$ cat config.mk
export PLATFORM = sky130hd
export DESIGN_NAME = store_marquee_flat
export DESIGN_NICKNAME = d
export VERILOG_FILES = /design/src/rtl/store_marquee_if.sv /design/src/rtl/store_marquee.sv /design/src/flat_wrapper.sv
export SDC_FILE = /design/constraint.sdc
export NUM_CORES = 1
export LEC_CHECK = 0
export ABC_CLOCK_PERIOD_IN_PS = 3600
export BUFFER_PORTS_ARGS = -buffer_cell sky130_fd_sc_hd__buf_4
export CAP_MARGIN = 20
export CORE_ASPECT_RATIO = 0.6
export CORE_UTILIZATION = 44
export DETAILED_ROUTE_END_ITERATION = 16
export PLACE_DENSITY_LB_ADDON = 0.1
export SYNTH_ARGS = -nofsm -noshare
export SYNTH_HDL_FRONTEND = slang
export SYNTH_SLANG_ARGS = --single-unit
$ cat constraint.sdc
create_clock -name clk -period 3.6 [get_ports clk]
set_input_delay 0.72 -clock clk [delete_from_list [all_inputs] [get_ports clk]]
set_output_delay 0.72 -clock clk [all_outputs]
set_load 0.02 [all_outputs]
$ cat src/rtl/store_marquee_if.sv
// Bus bundle for the store marquee.
// Ports carried:
//   upc       item code, sampled only while load is high
//   load      one-cycle strobe: latch upc and restart the display
//   scroll_en 1 = advance the window on each step, 0 = freeze it
//   alert     1 = blink the whole display
//   hex       active-low segments {g,f,e,d,c,b,a}, digit i at [7i+6:7i], digit 0 leftmost
//   wrap      one-cycle pulse when the window offset wraps to 0
//   loaded    high once an item has been loaded, until reset
// master drives the controls (host side), slave is the marquee itself.
interface store_marquee_if #(
    parameter int unsigned NUM_DIGITS = 6
);
    logic [2:0]              upc;
    logic                    load;
    logic                    scroll_en;
    logic                    alert;
    logic [7*NUM_DIGITS-1:0] hex;
    logic                    wrap;
    logic                    loaded;

    modport master (
        output upc, load, scroll_en, alert,
        input  hex, wrap, loaded
    );

    modport slave (
        input  upc, load, scroll_en, alert,
        output hex, wrap, loaded
    );
endinterface

$ cat src/rtl/store_marquee.sv
// Store marquee: scrolls a six-character item name across a row of
// active-low 7-segment digits, with an optional whole-display blink.
// Ports:
//   clk       single rising-edge clock
//   reset_n   synchronous active-low reset
//   bus       store_marquee_if.slave (upc/load/scroll_en/alert in,
//             hex/wrap/loaded out, all outputs registered)
module store_marquee #(
    parameter int unsigned NUM_DIGITS = 6,
    parameter int unsigned MSG_LEN    = 8,
    parameter int unsigned TICK_DIV   = 25000000
) (
    input  logic            clk,
    input  logic            reset_n,
    store_marquee_if.slave  bus
);

    localparam int unsigned TW = (TICK_DIV > 1) ? $clog2(TICK_DIV) : 1;
    localparam int unsigned OW = $clog2(MSG_LEN);
    localparam int unsigned HW = 7 * NUM_DIGITS;
    localparam int unsigned NAME_LEN = 6;

    // Glyphs, active-low {g,f,e,d,c,b,a}
    localparam logic [6:0] G_C     = 7'b1000110;
    localparam logic [6:0] G_O     = 7'b1000000;
    localparam logic [6:0] G_F     = 7'b0001110;
    localparam logic [6:0] G_E     = 7'b0000110;
    localparam logic [6:0] G_H     = 7'b0001001;
    localparam logic [6:0] G_U     = 7'b1000001;
    localparam logic [6:0] G_LB    = 7'b0000011;
    localparam logic [6:0] G_A     = 7'b0001000;
    localparam logic [6:0] G_P     = 7'b0001100;
    localparam logic [6:0] G_N     = 7'b1001000;
    localparam logic [6:0] G_LD    = 7'b0100001;
    localparam logic [6:0] G_L     = 7'b1000111;
    localparam logic [6:0] G_BLANK = 7'b1111111;
    localparam logic [6:0] G_DASH  = 7'b0111111;

    typedef enum logic [1:0] {
        ST_BLANK  = 2'd0,
        ST_SHOW   = 2'd1,
        ST_SCROLL = 2'd2
    } state_t;

    // Item name table; element 0 is the first (leftmost) character.
    function automatic logic [NAME_LEN-1:0][6:0] name_row(input logic [2:0] code);
        logic [NAME_LEN-1:0][6:0] row;
        row = {G_DASH, G_DASH, G_DASH, G_DASH, G_DASH, G_DASH};
        case (code)
            3'b000:  row = {G_E,  G_E,     G_F,     G_F,  G_O,  G_C };
            3'b001:  row = {G_P,  G_A,     G_C,     G_LB, G_U,  G_H };
            3'b011:  row = {G_E,  G_L,     G_LD,    G_N,  G_A,  G_C };
            3'b100:  row = {G_LD, G_C,     G_BLANK, G_P,  G_O,  G_P };
            3'b101:  row = {G_BLANK, G_E,  G_N,     G_O,  G_H,  G_P };
            3'b110:  row = {G_N,  G_A,     G_P,     G_LD, G_E,  G_LB};
            default: row = {G_DASH, G_DASH, G_DASH, G_DASH, G_DASH, G_DASH};
        endcase
        return row;
    endfunction

    // Character at ring position pos; positions past the name are blank.
    function automatic logic [6:0] ring_char(input logic [2:0] code, input int unsigned pos);
        logic [NAME_LEN-1:0][6:0] row;
        logic [6:0]               g;
        row = name_row(code);
        g   = G_BLANK;
        if (pos < NAME_LEN) begin
            g = row[3'(pos)];
        end
        return g;
    endfunction

    state_t          r_state;
    logic [TW-1:0]   r_tick;
    logic [OW-1:0]   r_offset;
    logic            r_blink;
    logic [2:0]      r_upc;
    logic            r_wrap;
    logic            r_loaded;
    logic [HW-1:0]   r_hex;

    state_t          w_state_nxt;
    logic [TW-1:0]   w_tick_nxt;
    logic [OW-1:0]   w_offset_nxt;
    logic            w_blink_nxt;
    logic [2:0]      w_upc_nxt;
    logic            w_wrap_nxt;
    logic            w_loaded_nxt;
    logic [HW-1:0]   w_hex_nxt;
    logic            w_step;

    // A scroll step fires on the last count of the tick divider while an item is shown.
    assign w_step = (r_state != ST_BLANK) && (r_tick == TW'(TICK_DIV - 1));

    // Next-state and next-output logic.
    always_comb begin
        w_state_nxt  = r_state;
        w_tick_nxt   = r_tick;
        w_offset_nxt = r_offset;
        w_blink_nxt  = r_blink;
        w_upc_nxt    = r_upc;
        w_wrap_nxt   = 1'b0;
        w_loaded_nxt = r_loaded;
        w_hex_nxt    = '1;

        case (r_state)
            ST_BLANK: begin
                if (bus.load) begin
                    w_state_nxt = bus.scroll_en ? ST_SCROLL : ST_SHOW;
                end
            end
            ST_SHOW, ST_SCROLL: begin
                w_state_nxt = bus.scroll_en ? ST_SCROLL : ST_SHOW;
            end
            default: begin
                w_state_nxt = ST_BLANK;
            end
        endcase

        if (bus.load) begin
            // Load wins over a coincident step: no advance, no wrap.
            w_upc_nxt    = bus.upc;
            w_offset_nxt = '0;
            w_tick_nxt   = '0;
            w_blink_nxt  = 1'b0;
            w_loaded_nxt = 1'b1;
        end else begin
            if (r_state != ST_BLANK) begin
                w_tick_nxt = w_step ? '0 : r_tick + TW'(1);
            end
            if (w_step && (r_state == ST_SCROLL)) begin
                if (r_offset == OW'(MSG_LEN - 1)) begin
                    w_offset_nxt = '0;
                    w_wrap_nxt   = 1'b1;
                end else begin
                    w_offset_nxt = r_offset + OW'(1);
                end
            end
            if (!bus.alert) begin
                w_blink_nxt = 1'b0;
            end else if (w_step) begin
                w_blink_nxt = ~r_blink;
            end
        end

        // Display image follows the state being entered so hex lines up with offset/wrap.
        // blink can only be 1 while alert is held, so it alone selects the dark phase.
        if ((w_state_nxt != ST_BLANK) && !w_blink_nxt) begin
            for (int unsigned i = 0; i < NUM_DIGITS; i++) begin
                int unsigned pos;
                pos = 32'(w_offset_nxt) + i;
                if (pos >= MSG_LEN) begin
                    pos = pos - MSG_LEN;
                end
                w_hex_nxt[7*i +: 7] = ring_char(w_upc_nxt, pos);
            end
        end
    end

    // State and output registers.
    always_ff @(posedge clk) begin
        if (!reset_n) begin
            r_state  <= ST_BLANK;
            r_tick   <= '0;
            r_offset <= '0;
            r_blink  <= 1'b0;
            r_upc    <= 3'b000;
            r_wrap   <= 1'b0;
            r_loaded <= 1'b0;
            r_hex    <= '1;
        end else begin
            r_state  <= w_state_nxt;
            r_tick   <= w_tick_nxt;
            r_offset <= w_offset_nxt;
            r_blink  <= w_blink_nxt;
            r_upc    <= w_upc_nxt;
            r_wrap   <= w_wrap_nxt;
            r_loaded <= w_loaded_nxt;
            r_hex    <= w_hex_nxt;
        end
    end

    assign bus.hex    = r_hex;
    assign bus.wrap   = r_wrap;
    assign bus.loaded = r_loaded;

endmodule
$ cat src/flat_wrapper.sv
// flat-port wrapper written by rule: the top's interface ports become plain ports
module store_marquee_flat 
#(
    parameter int unsigned NUM_DIGITS = 6,
    parameter int unsigned MSG_LEN    = 8,
    parameter int unsigned TICK_DIV   = 25000000
)
  (clk, reset_n, bus_upc, bus_load, bus_scroll_en, bus_alert, bus_hex, bus_wrap, bus_loaded);
  store_marquee_if #(.NUM_DIGITS(NUM_DIGITS)) bus_i ();
  input  logic clk;
  input  logic reset_n;
  input wire logic [$bits(bus_i.upc)-1:0] bus_upc;
  input wire logic [$bits(bus_i.load)-1:0] bus_load;
  input wire logic [$bits(bus_i.scroll_en)-1:0] bus_scroll_en;
  input wire logic [$bits(bus_i.alert)-1:0] bus_alert;
  output wire logic [$bits(bus_i.hex)-1:0] bus_hex;
  output wire logic [$bits(bus_i.wrap)-1:0] bus_wrap;
  output wire logic [$bits(bus_i.loaded)-1:0] bus_loaded;
  assign bus_i.upc = bus_upc;
  assign bus_i.load = bus_load;
  assign bus_i.scroll_en = bus_scroll_en;
  assign bus_i.alert = bus_alert;
  assign bus_hex = bus_i.hex;
  assign bus_wrap = bus_i.wrap;
  assign bus_loaded = bus_i.loaded;
  store_marquee #(.NUM_DIGITS(NUM_DIGITS), .MSG_LEN(MSG_LEN), .TICK_DIV(TICK_DIV)) u_core (.clk(clk), .reset_n(reset_n), .bus(bus_i));
endmodule
==> Yosys cells after proc, flatten, opt, wreduce, memory -nomap -nowiden <==
Index checks and enable logic that the tools add are counted.
{ "totals": {"latchBits": 0, "out_inout_bits": 44, "input_bits": 8, "n_memories": 0, "ram_bits": 0, "romBits": 0, "register_bits": 78} }
{ "classes": {"n_shift": 0, "n_lt_le_gt_ge": 18, "mul": 0, "muxes": 38, "n_eq_ne": 9, "n_reduce_logical": 17, "bitwise_logic": 3, "addsub": 13, "n_div": 0} }
{ "ops": {"columns": ["cell", "n"], "rows": [
  ["two-way mux 32 bit", 12],
  ["one-hot mux 42 bit (6 select lines)", 1],
  ["< comparator 32 x 3 -> 1 bit, second input constant", 6],
  ["greater-or-equal comparator 32 x 4 -> 1 bit, second input constant", 5],
  ["subtractor 32 x 4 -> 32 bit, second input constant", 5],
  ["binary-select mux 7 bit (select 3 bit)", 6],
  ["two-way mux 42 bit", 1],
  ["two-way mux 7 bit", 6],
  ["adder 25 x 1 -> 25 bit, second input constant", 1],
  ["== test 25 bit, second input constant", 1],
  ["two-way mux 25 bit", 1],
  ["< comparator 3 x 4 -> 1 bit, second input constant", 6],
  ["AND reduction 3 bit", 6],
  ["== test 3 bit, second input constant", 4],
  ["two-way mux 3 bit", 4],
  ["adder 3 x 2 -> 4 bit, second input constant", 2],
  ["adder 3 x 3 -> 4 bit, second input constant", 2],
  ["subtractor 3 x 4 -> 5 bit, second input constant", 1],
  ["adder 3 x 1 -> 4 bit, second input constant", 1],
  ["greater-or-equal comparator 3 x 4 -> 1 bit, second input constant", 1],
  ["two-way mux 1 bit", 4],
  ["two-way mux 2 bit", 2],
  ["one-hot mux 2 bit (2 select lines)", 1],
  ["nonzero test 2 bit", 2],
  ["12 further kinds", 17]
]} }

==> Logic depth before layout (Yosys ltp) <==
{ "logic_depth": {"ltp_word": 11, "ltp_mapped": 19, "depth_no_buf": 13} }

==> Worst setup path after synthesis <==
No wires, ideal clock.
{ "synth_path": {"path_type": "flip-flop to flip-flop", "from": "register u_core.r_state[0]", "to": "register u_core.r_hex[13], in the netlist u_core.bus.hex[13]", "period_less_slack_ns": 3.932, "arrival_ns": 3.795, "stages_incl_launch_ff": 19, "required_ns": 3.463, "setup_slack_ns": -0.332, "path_cell_list": "dfxtp_1 inv_1 ha_1 nand3b_1 nor4_4 and3_1 buf_4 nor2_2 buf_4 buf_6 buf_4 ha_1 clkbuf_1 inv_1 clkbuf_1 clkbuf_1 o21ai_0 a21oi_1 o221ai_1"} }
{ "synth_via": {"elab_chain_len": 11} }
{ "synth_lines": {"columns": ["element", "line", "rtl"], "rows": [
  ["from (decl)", "store_marquee.sv:73", "state_t r_state;"],
  ["from (signal assigned)", "store_marquee.sv:172", "r_state <= w_state_nxt;"],
  ["nonzero test 2 bit", "store_marquee.sv:93", "assign w_step = (r_state != ST_BLANK) && (r_tick == TW'(TICK_DIV - 1));"],
  ["logical AND 1 bit", "store_marquee.sv:93", null],
  ["logical AND 1 bit", "store_marquee.sv:131", "if (w_step && (r_state == ST_SCROLL)) begin"],
  ["two-way mux 3 bit", "store_marquee.sv:131", null],
  ["two-way mux 3 bit", "store_marquee.sv:120", "if (bus.load) begin"],
  ["adder 3 x 1 -> 4 bit", "store_marquee.sv:151", "pos = 32'(w_offset_nxt) + i;"],
  ["subtractor 32 x 4 -> 32 bit / greater-or-equal comparator 32 x 4 -> 1 bit (equally long branches)", "store_marquee.sv:153, store_marquee.sv:152", null],
  ["two-way mux 32 bit", "store_marquee.sv:152", "if (pos >= MSG_LEN) begin"],
  ["two-way mux 32 bit", "store_marquee.sv:148", "if ((w_state_nxt != ST_BLANK) && !w_blink_nxt) begin"],
  ["< comparator 32 x 3 -> 1 bit / binary-select mux 7 bit (select 3 bit) (equally long branches)", "store_marquee.sv:67, store_marquee.sv:68", null],
  ["AND reduction 3 bit (no source line) / two-way mux 7 bit (equally long branches)", null, null],
  ["to (signal assigned)", "store_marquee.sv:179", "r_hex <= w_hex_nxt;"],
  ["to (decl)", "store_marquee.sv:80", "logic [HW-1:0] r_hex;"]
]} }
Several ways; a longest one is shown, not always the timed one. The select of a mux whose other input is x is not followed.
A chain may end at the register's enable or synchronous reset.

==> Worst setup path after layout <==
{ "layout_path": {"from": "register u_core.r_state[0]", "to": "register u_core.r_hex[22], in the netlist u_core.bus.hex[22]"} }
{ "layout_via": {"elab_chain_len": 11} }
{ "layout_lines": {"columns": ["element", "line"], "rows": [
  ["nonzero test 2 bit", "store_marquee.sv:93"],
  ["logical AND 1 bit", "store_marquee.sv:93"],
  ["logical AND 1 bit", "store_marquee.sv:131"],
  ["two-way mux 3 bit", "store_marquee.sv:131"],
  ["two-way mux 3 bit", "store_marquee.sv:120"],
  ["adder 3 x 2 -> 4 bit", "store_marquee.sv:151"],
  ["subtractor 32 x 4 -> 32 bit / greater-or-equal comparator 32 x 4 -> 1 bit (equally long branches)", "store_marquee.sv:153, store_marquee.sv:152"],
  ["two-way mux 32 bit", "store_marquee.sv:152"],
  ["two-way mux 32 bit", "store_marquee.sv:148"],
  ["< comparator 32 x 3 -> 1 bit / binary-select mux 7 bit (select 3 bit) (equally long branches)", "store_marquee.sv:67, store_marquee.sv:68"],
  ["AND reduction 3 bit (no source line) / two-way mux 7 bit (equally long branches)", null]
]} }
Several ways; a longest one is shown, not always the timed one. The select of a mux whose other input is x is not followed.

==> metrics.csv <==
stage,metric,value,unit
status,outcome,"finished, final reports clean",
layout,FILL cells,951,
floorplan,# rows,28,
cts,hold buffer count at cts,0,
cts,worst skew pair latency,350,ps
layout,Finished Cell Area,5670,um^2
layout,Layout Nets,680,
yosys,synth top area cells,"dfxtp_1, nor2_1, nand2_1",
timing,final slew viol count,0,
detailed_routing,via count,5223,
floorplan,initial core utilization,46.7,%
timing,final setup TNS,0,ps
detailed_routing,remaining antenna violation count after routing,0,
placement,Port Buf Inserts,51,
cts,total setup buffers inserted after CTS,0,
detailed_routing,wire length per cell,20.0,um
layout,ant diodes,0,
yosys,post-synth top area share,32.9,%
timing,Least-Margin Pin Slew,972,ps
timing,min setup slack post-route,195,ps
cts,"Clk pin slew, worst setup/hold paths",60,ps
cts,Clock Path Buffers,2,
worst_setup_path,kind of critical path,reg -> reg,
detailed_routing,1st-iter DRT viols,716,
yosys,synthesized area per cell,7.78,um^2
cts,# resized after CTS,0,
pwr,worst vdd ir,0.293,mV
worst_setup_path,crit path buf inv count,3,
layout,register area,1560,um^2
worst_hold_path,hold crit path type,reg -> reg,
layout,post-route core utilization,55.8,%
detailed_routing,drt total wl,16.1,mm
grt,global-route wire length before repair,25.3,mm
yosys,ys flop type,dfxtp_1,
placement,Post-DP Area,5370,um^2
floorplan,core area,10200,um^2
cts,CTS H-tree lvls,3,
grt,global route total overflow,0,
detailed_routing,DR DRC count,0,
worst_setup_path,critical path peak fanout,13,
yosys,ys async rst share,0,%
grt,largest net degree at the start of global routing,37,
layout,final cell count without fillers,804,
timing,fin crit period,3410,ps
worst_setup_path,crit-path leading delay family,simple AND/OR/NAND/NOR gates,
floorplan,IO Pins,52,
yosys,post-synth net total,625,
layout,most frequent cells in the layout,"buf_4, dfxtp_1, nor2_1",
yosys,Mapped Cells,609,
yosys,post-synthesis cell type count,69,
floorplan,die area,11200,um^2
detailed_routing,Vias/cell,6.50,
yosys,Synth Warn #,0,
cts,root buffer cell,clkbuf_16,
yosys,sequential area share after synthesis,32.9,%
worst_setup_path,WP data required,3820,ps
cts,CTS Buf Count,9,
timing,Peak Freq,294,MHz
job,max-capacitance violation count,0,
placement,dpl ws,298,ps
pwr,Pleak,2.15,nW
yosys,post-synthesis cell area,4740,um^2
worst_setup_path,type of origin of the critical path,flop,
grt,initial antenna violation count,0,
timing,Rel. slew slack,34.7,%
layout,P&R area growth vs syn,19.6,%
timing,unrepaired setup endpoints after global routing,no,
detailed_routing,DRT Pass-1 Iters,6,
yosys,"FF+latch count, synth",78,
layout,area of the multi-input gates,2910,um^2
cts,CTS tree,yes,
yosys,dominant cell type by area after synthesis,dfxtp_1,
yosys,"EDFF count, synth",0,
timing,Setup-failing EPs final,0,
timing,fin crit share,94.6,%
timing,Final Hold Vio Count,0,
worst_setup_path,Worst Path Arrival,3630,ps
placement,placed insts,788,
layout,layout cells sized above 1,18.5,%
worst_setup_path,Worst setup EP type,flop,
worst_setup_path,max incr delay on CP,400,ps
floorplan,die width,136,um
timing,WHS,486,ps
worst_setup_path,Worst path slowest cell,inv_1,
placement,Final HPWL DP,11.7,mm
grt,Tot GR Track Use,30.1,%
pwr,Tot Pwr,2.59,mW
worst_setup_path,critical-path cell list,inv_1 > ha_1 > and3_1 > nor4bb_1 > buf_4 > nand3_1 > a21o_1 > ha_1 > inv_1 > a221oi_1 > o221a_1 > or3_1,
layout,"commonest non-fill, non-tap cell in the layout",buf_4,
timing,Max Clock Skew,6.18,ps
floorplan,Die Span Y,82.4,um
placement,global placement routability congestion,0.968,
pwr,PD cells,456,nW/um^2
grt,vias in the first global route,4488,
cts,CTS sink cnt,78,
[cells by family (layout without fill, tap and decap cells)]
kind of cell | after synthesis | count (layout) | synth area share (%)
AO/OA/AOI/OAI | 196 | 196 | 27.9
XOR/XNOR | 26 | 26 | 4.80
adder cells (fa/ha/maj) | 8 | 8 | 2.11
buffers and inverters | 58 | 118 | 5.75
flip-flops | 78 | 78 | 32.9
multiplexers | 11 | 11 | 2.40
AND/OR/NAND/NOR | 232 | 232 | 24.0
[worst paths after layout]
kind | startpoint | end | slack (ps) | cells after the start
max | u_core.r_state[0] | u_core.bus.hex[22] | 190 | 12
min | u_core.bus.loaded | u_core.bus.loaded | 490 | 1
max reg2reg | u_core.r_state[0] | u_core.bus.hex[22] | 190 | 12
min reg2reg | u_core.bus.loaded | u_core.bus.loaded | 490 | 1
[sequential cells by signal, indices dropped and copies added, names as in the netlist]
name,cells
u_core.r_blink,1
u_core.bus.hex,42
u_core.r_state,2
u_core.bus.loaded,1
u_core.r_tick,25
u_core.r_upc,3
u_core.r_offset,3
u_core.bus.wrap,1
[cell type report]
cell class	instances	share of cell area [%]
multi-input combinational	473	51.3
sequential	78	27.5
timing repair buffer	91	12.0
clock buffer	9	3.97
tap	135	2.98
clock inverter	7	1.43
inverter	11	0.728
[cells in the mapped netlist, drive strengths merged, types with 11 or more instances]
cell type and instances:
nor3 24, dfxtp 78, nor2 69, xnor2 15, o211ai 13, nand2 60, buf 23, a21oi 41
clkbuf 24, o21ai 48, nor4 11, a211oi 19, xor2 11, inv 11, nand3 18
[routing by layer]
layer | global-route usage [%] | wire length [um] | vias up
li1 | - | - | 2378
met5 | 0 | 0 | -
met4 | 7.56 | 165 | 0
met1 | 45.1 | 7590 | 2446
met2 | 39.4 | 6070 | 369
met3 | 10.8 | 2230 | 30
[power breakdown]
group          switching [mW]  leakage (nW)  total, mW  internal [mW]
sequential             0.0288         0.639      0.983          0.954
clock                   0.394         0.147      0.939          0.545
combinational           0.417          1.36      0.665          0.249
total                   0.839          2.15       2.59           1.75
Power figures use the tool's default switching activity.
